### src/rtl/instr_feeder.sv
// Instruction feeder: walks a loadable program RAM from address 0, issuing one
// word per run strobe and waiting for the processor's done before the next.
module instr_feeder #(
  parameter int unsigned           DATA_WIDTH = 16,
  parameter int unsigned           ADDR_WIDTH = 4,
  parameter logic [DATA_WIDTH-1:0] HALT_WORD  = {DATA_WIDTH{1'b1}},
  parameter int unsigned           TIMEOUT    = 255
) (
  input  logic                  clk_50MHz,
  input  logic                  reset,
  input  logic                  load_en,
  input  logic [ADDR_WIDTH-1:0] load_addr,
  input  logic [DATA_WIDTH-1:0] load_data,
  input  logic                  start,
  input  logic                  done,
  output logic [DATA_WIDTH-1:0] DIN,
  output logic                  run,
  output logic [ADDR_WIDTH-1:0] pc,
  output logic                  busy,
  output logic                  halted,
  output logic                  error,
  output logic [ADDR_WIDTH:0]   retired
);

  localparam int unsigned DEPTH = 2 ** ADDR_WIDTH;
  localparam int unsigned RW    = ADDR_WIDTH + 1;
  localparam int unsigned TW    = $clog2(TIMEOUT);

  typedef enum logic [2:0] {
    S_IDLE  = 3'd0,
    S_FETCH = 3'd1,
    S_CHECK = 3'd2,
    S_ISSUE = 3'd3,
    S_WAIT  = 3'd4,
    S_HALT  = 3'd5
  } state_t;

  state_t                  state_q;
  logic [DATA_WIDTH-1:0]   ram_q [DEPTH];
  logic [DATA_WIDTH-1:0]   rdata_q;
  logic [DATA_WIDTH-1:0]   din_q;
  logic [ADDR_WIDTH-1:0]   pc_q;
  logic [ADDR_WIDTH-1:0]   pc_d;
  logic [RW-1:0]           retired_q;
  logic [RW-1:0]           retired_d;
  logic [TW-1:0]           timer_q;
  logic                    error_q;
  logic                    busy_c;
  logic                    wr_en_c;
  logic                    last_addr_c;
  logic                    timer_exp_c;

  assign busy_c      = (state_q == S_FETCH) || (state_q == S_CHECK) ||
                       (state_q == S_ISSUE) || (state_q == S_WAIT);
  assign wr_en_c     = load_en && !busy_c;
  assign last_addr_c = (pc_q == ADDR_WIDTH'(DEPTH - 1));
  assign timer_exp_c = (timer_q == TW'(TIMEOUT - 1));

  // Incremented pc and saturating retire count for the WAIT-on-done path
  always_comb begin
    pc_d      = pc_q + ADDR_WIDTH'(1);
    retired_d = retired_q;
    if (retired_q != RW'(DEPTH)) begin
      retired_d = retired_q + RW'(1);
    end
  end

  // Program RAM: no reset, synchronous write and one-cycle read of pc
  always_ff @(posedge clk_50MHz) begin
    if (wr_en_c) begin
      ram_q[load_addr] <= load_data;
    end
    rdata_q <= ram_q[pc_q];
  end

  always_ff @(posedge clk_50MHz) begin
    if (reset) begin
      state_q   <= S_IDLE;
      din_q     <= '0;
      pc_q      <= '0;
      retired_q <= '0;
      timer_q   <= '0;
      error_q   <= 1'b0;
    end else begin
      case (state_q)
        S_IDLE, S_HALT: begin
          // a simultaneous load wins over start
          if (start && !load_en) begin
            pc_q      <= '0;
            retired_q <= '0;
            error_q   <= 1'b0;
            state_q   <= S_FETCH;
          end
        end
        S_FETCH: begin
          state_q <= S_CHECK;
        end
        S_CHECK: begin
          if (rdata_q == HALT_WORD) begin
            state_q <= S_HALT;
          end else begin
            din_q   <= rdata_q;
            state_q <= S_ISSUE;
          end
        end
        S_ISSUE: begin
          timer_q <= '0;
          state_q <= S_WAIT;
        end
        S_WAIT: begin
          if (done) begin
            retired_q <= retired_d;
            if (last_addr_c) begin
              state_q <= S_HALT;
            end else begin
              pc_q    <= pc_d;
              state_q <= S_FETCH;
            end
          end else if (timer_exp_c) begin
            error_q <= 1'b1;
            state_q <= S_HALT;
          end else begin
            timer_q <= timer_q + TW'(1);
          end
        end
        default: begin
          state_q <= S_IDLE;
        end
      endcase
    end
  end

  assign DIN     = din_q;
  assign run     = (state_q == S_ISSUE);
  assign busy    = busy_c;
  assign halted  = (state_q == S_HALT);
  assign pc      = pc_q;
  assign error   = error_q;
  assign retired = retired_q;

endmodule
### config.mk
export PLATFORM = sky130hd
export DESIGN_NAME = instr_feeder
export DESIGN_NICKNAME = d
export VERILOG_FILES = /design/src/rtl/instr_feeder.sv
export SDC_FILE = /design/constraint.sdc
export NUM_CORES = 1
export LEC_CHECK = 0
export ABC_AREA = 1
export CAP_MARGIN = 20
export CELL_PAD_IN_SITES_DETAIL_PLACEMENT = 1
export CELL_PAD_IN_SITES_GLOBAL_PLACEMENT = 1
export CORE_MARGIN = 5
export CORE_UTILIZATION = 35
export CTS_CLUSTER_SIZE = 12
export DETAILED_ROUTE_END_ITERATION = 7
export DONT_BUFFER_PORTS = 1
export PLACE_DENSITY_LB_ADDON = 0.15
export SYNTH_ARGS = -nofsm -noshare
export SYNTH_HDL_FRONTEND = slang
export SYNTH_SLANG_ARGS = --single-unit
### constraint.sdc
create_clock -name clk_50MHz -period 4.2 [get_ports clk_50MHz]
set_input_delay 0.42 -clock clk_50MHz [delete_from_list [all_inputs] [get_ports clk_50MHz]]
set_output_delay 0.42 -clock clk_50MHz [all_outputs]
set_load 0.01 [all_outputs]
### After elaboration in Yosys (flattened, before gate mapping)

Memory sizes are Yosys's and may differ from the RTL's. A register that Yosys moved wholly into a read port is not among the register bits.
Index checks and enable logic that the tools add are counted.

| word-level totals | value |
|---|---|
| RAM bits | 256 |
| memories kept | 1 |
| word-level logic and storage cells | 68 |
| output and inout bits | 29 |
| register bits after elaboration | 37 |

Memories:

| name | depth | width | rd ports | clocked after memory_dff | wr ports | RTL line | RTL |
|---|---|---|---|---|---|---|---|
| ram_q | 16 | 16 | 1 | 1 | 1 | 39 | `logic [DATA_WIDTH-1:0] ram_q [DEPTH];` |

| cells by class | value |
|---|---|
| reduce and logical (&&, ||, !) cells | 17 |
| multiplexer cells | 23 |
| bitwise logic cells | 1 |
| eq/ne operators | 17 |
| $add $sub $neg | 3 |

Operator list:

| cell | number |
|---|---|
| $eq A16 B16 Y1 const B | 1 |
| $mux W8 | 2 |
| $pmux W8 S2 | 1 |
| $mux W3 | 5 |
| $mux W5 | 3 |
| $pmux W3 S5 | 1 |
| $mux W4 | 3 |
| $ne A2 B2 Y1 const B | 6 |
| $reduce_and A4 Y1 | 3 |
| $pmux W5 S2 | 1 |
| $add A8 B1 Y8 const B | 1 |
| $eq A8 B8 Y1 const B | 1 |
| $pmux W4 S2 | 1 |
| $eq A3 B2 Y1 const B | 2 |
| $eq A3 B3 Y1 const B | 2 |
| $add A5 B1 Y5 const B | 1 |
| $mux W1 | 5 |
| $ne A5 B5 Y1 const B | 1 |
| $add A4 B1 Y4 const B | 1 |
| $eq A4 B4 Y1 const B | 1 |
| $reduce_and A2 Y1 | 2 |
| $reduce_bool A2 Y1 | 2 |
| $eq A3 B1 Y1 const B | 1 |
| $logic_not A3 Y1 | 1 |
| other kinds (9) | 13 |

### Logic depth before layout (Yosys ltp)

| logic depth | value |
|---|---|
| depth after elaboration | 8 |
| depth in mapped cells | 11 |
| gate-level depth less buffers | 11 |

### Least setup slack after synthesis

OpenSTA, ideal clock, no wires.

| path | value |
|---|---|
| path type | flip-flop to flip-flop |
| start | reg state_q[2] |
| end | mem ram_q[0][0] (enable) |
| cell stages (with the launch flop) | 8 |
| clock period less this slack | 2.191 ns |
| path slack | 2.009 ns |
| path buffers | 1 |
| setup time | 0.388 ns |
| arrival | 1.802 ns |
| path through | dfxtp_1 > buf_4 > inv_1 > o21ai_2 > nand2_1 > nor2_1 > nand3_1 > nor2_1 |

| between the ends | value |
|---|---|
| longest elaborated chain between the ends | 8 |
| elaborated cells on any way between the ends | 11 |

RTL lines:

| element | RTL line | RTL |
|---|---|---|
| start: declaration | 38 | `state_t state_q;` |
| start signal: assignment | 78 | `state_q <= S_IDLE;` |
| start signal: assignment | 92 | `state_q <= S_FETCH;` |
| start signal: assignment | 96 | `state_q <= S_CHECK;` |
| $eq A3 B1 Y1 or $eq A3 B2 Y1 (tied branches) | 53 | `assign busy_c = (state_q == S_FETCH) \|\| (state_q == S_CHECK) \|\|` |
| $logic_or A1 B1 Y1 (2 in a row) | 53 |  |
| $logic_or A1 B1 Y1 * | 54 | `(state_q == S_ISSUE) \|\| (state_q == S_WAIT);` |
| net busy | 19 | `output logic busy,` |
| $logic_not A1 Y1 * | 55 | `assign wr_en_c = load_en && !busy_c;` |
| $logic_and A1 B1 Y1 * | 55 |  |
| $mux W1 * | 70 | `if (wr_en_c) begin` |
| $mux W1 (not written as such) * | 71 | `ram_q[load_addr] <= load_data;` |
| end: declaration | 39 |  |

Mark *: on every way through the listed nets, which the timed path passes. The rest lies on a longest branch.

### Worst setup path in the final report

| path | value |
|---|---|
| start | reg state_q[2] |
| end | mem ram_q[11][5] (enable) |

The elaborated chain is that of the path after synthesis.

==> flow_summary.yaml <==
global_routing:
  vias_in_the_first_global_route: 8275
  groute.usage.overall: 0.178
  grt_start_max_net_pins: 138
  grt_overflow: 0
  grt_pass1_wl_um: 52400
  number_of_antenna_violations_at_the_first_check_in_global_routing: 2
sta:
  remaining_max_slew_budget_at_the_tightest_pin: 0.342
  slew_viol_final: 0
  clock-skew-final_ps: 8.92
  max_slew.worst_pin.slew_ps: 983
  setup_violating_endpoint_count_in_the_final_report: 0
  fin_crit_ps: 3050
  hold_viol: 0
  final_sum_of_negative_setup_slack_ps: 0
  max_freq_mhz: 328
  grt_setup_unrepaired: "no"
  finalCritPeriodShare: 0.726
run_status:
  status: "completed"
pwr:
  power.static_leakage_nw: 4.56
  power.total_mw: 7.87
  total_power_per_unit_cell_area_mw_per_mm2: 560
  vdd.ir_drop.worst_mv: 0.360
worst_setup_path:
  worst_setup_path_end_kind: "register"
  rr_worst_depth: 6
  timing.critical_path.arrival_ps: 3170
  crit_fanout: 16
  path_cells: "inv_1, o21ai_2, nand2_1, nor2_1, nand3_1, nor2_2"
  critPathMaxStageDelay_ps: 850
  cpLargestDelayFamily: "simple AND/OR/NAND/NOR gates"
  cp-start-kind: "register"
  timing.critical_path.required_ps: 4320
  worst-path-buf-inv: 1
  worst_path_max_delay_cell: "sky130_fd_sc_hd__nor2_2"
  crit_path_depth: 6
  timing_worst_setup_path_type: "reg -> reg"
floorplan:
  core.rowCount: 69
  die_width_um: 198
  boundaryPins: 54
  core_box_area_mm2: 0.0353
  die_height_um: 198
  initial_utilization: 0.352
  fp.dieArea_mm2: 0.0393
worst_hold_path:
  worstHoldPathCells: 3
  holdCritPathClass: "in -> reg"
run:
  max-cap-violations: 0
logic_synthesis:
  synth_edf_count: 256
  syn-cell-area_mm2: 0.0124
  netlist-cell-type-count: 35
  yosys_warnings: 0
  yosys-top-cells-area: "sky130_fd_sc_hd__edfxtp_1 62%, sky130_fd_sc_hd__dfxtp_1 8.5%, sky130_fd_sc_hd__nor2_1 8.0%, sky130_fd_sc_hd__o21ai_0 6.0%, sky130_fd_sc_hd__o211ai_1 3.9%"
  synth_largest_area_cell: "sky130_fd_sc_hd__edfxtp_1"
  synth_sequential_area_ratio: 0.705
  leading_cell_type_by_number_of_instances_after_synthesis: "sky130_fd_sc_hd__nor2_1"
  postSynthCellCount: 1068
  synthesis.nets: 1098
  asyncSetResetFlopFracSynth: 0
  post-synth-top-area-fraction: 0.619
  yosys_register_bits: 309
  synth_flop_cell: "sky130_fd_sc_hd__edfxtp_1"
  syn_area_per_cell_um2: 11.6
  ys_top_cells_by_count: "265 x sky130_fd_sc_hd__nor2_1, 256 x sky130_fd_sc_hd__edfxtp_1, 149 x sky130_fd_sc_hd__o21ai_0"
clock_tree:
  cts.path.max_buffers: 3
  clock_latency_at_the_later_pin_of_the_worst_skew_pair_ps: 510
  htreeDepth: 2
  clock_sink_count: 309
  root_buffer: "sky130_fd_sc_hd__clkbuf_16"
  tritoncts_clock_tree: "done"
  cts_buffers: 36
  buffer_count_from_post_cts_setup_fixing: 0
  cts.clk_slew.worst_paths_ps: 50
placement:
  globalplace.congestion: 0.784
  place.port_buffers: 0
  place.detailed.hpwl_um: 21500
routing:
  detailedRoute.firstPassIterationCount: 4
  route.antenna.remaining_nets: 0
  drt_iter0_drc: 493
  vias: 7896
  detailed_route_wl_um: 34900
  remaining_drc_errors: 0
  vias_per_cell: 5.07
  wl_per_cell_um: 22.4
finish:
  area.growth.synth_to_final_pct: 13.3
  final_core_area_utilization: 0.398
  drive_gt1_frac: 0.0886
  layout.nets: 1102
[power by group]
group | switching (mW) | internal (mW)
Clock | 1.19 | 1.74
Combinational | 0.912 | 0.321
Sequential | 0.200 | 3.51
Total | 2.30 | 5.57
[placed cells by master (no fill, tap or decap), types with 18 or more instances in the layout]
cell type and instances:
sky130_fd_sc_hd__nand2_1 78, sky130_fd_sc_hd__dlygate4sd3_1 18, sky130_fd_sc_hd__nand3_1 49, sky130_fd_sc_hd__nor2_1 249, sky130_fd_sc_hd__edfxtp_1 256, sky130_fd_sc_hd__inv_1 33
sky130_fd_sc_hd__dfxtp_1 50, sky130_fd_sc_hd__o211ai_1 64, sky130_fd_sc_hd__clkbuf_16 37, sky130_fd_sc_hd__a21oi_1 24, sky130_fd_sc_hd__o21ai_0 149
[worst min-delay path: stages]
cell and delay, ps:
sky130_fd_sc_hd__nor2_1 70, sky130_fd_sc_hd__nand2_1 80, sky130_fd_sc_hd__nor2_1 30
[final timing paths]
check / startpoint / end / slack [ps]
setup / recovery: state_q[2]$_SDFFE_PP0P_ / ram_q[11][5]$_DFFE_PP_ / 1150
hold / removal: reset / timer_q[7]$_SDFFE_PP0P_ / 140
setup reg to reg: state_q[2]$_SDFFE_PP0P_ / ram_q[11][5]$_DFFE_PP_ / 1150
hold reg to reg: timer_q[4]$_SDFFE_PP0P_ / timer_q[4]$_SDFFE_PP0P_ / 480
[per-layer routing]
| metal | global-route usage | vias to the layer above | wire, um |
|---|---|---|---|
| met5 | 0 | - | 21 |
| met4 | 0.0449 | 4 | 765 |
| met3 | 0.0429 | 48 | 1860 |
| met2 | 0.305 | 129 | 17300 |
| met1 | 0.229 | 3926 | 15000 |
| li1 | - | 3789 | - |
[state kept, by name, summed over array words and instances, names as in the netlist]
signal / cells
pc: 4
DIN: 16
error: 1
retired: 5
ram_q: 256
rdata_q: 16
state_q: 3
timer_q: 8
[metrics by stage]
step | area, um^2 | hold slack [ps] | std cells | setup WS (ps)
floorplan | 12400 | 451 | 1068 | 2010
global route | 14100 | 145 | 1556 | 861
global placement | 12800 | 468 | 1477 | 1170
CTS | 14100 | 127 | 1556 | 1070
finish | 14100 | 141 | 1558 | 1150
detailed placement | 12800 | 475 | 1477 | 1070
[timing repair]
action                                 CTS  global route
endpoints found under the hold margin  261             0
gates resized for setup                  0             0
setup endpoints to repair                0             0
hold buffers                            18             0
[final cells by class]
cell class / instances / area (um^2)
clock buffers: 49 / 1010
flip-flops and latches: 309 / 8760
clock inverters: 12 / 81.3
repair buffers: 26 / 278
multi-input cells: 658 / 3190
fillers: 3716 / 21300
well taps: 461 / 577
diodes: 2 / 5.00
inverters: 41 / 161
[cell families (layout without fill, tap and decap cells)]
family | Yosys count | after routing | synth area share
DFF | 309 | 309 | 0.705
AOI/OAI and AO/OA | 243 | 243 | 0.112
other | 0 | 2 | 0
and+or+nand+nor | 408 | 408 | 0.135
xor gates and xnor gates | 2 | 2 | 0.00141
buffers and inverters | 101 | 128 | 0.0415
adders and majority gates | 5 | 5 | 0.00504
No activity file was read; power rests on OpenSTA's default activity.
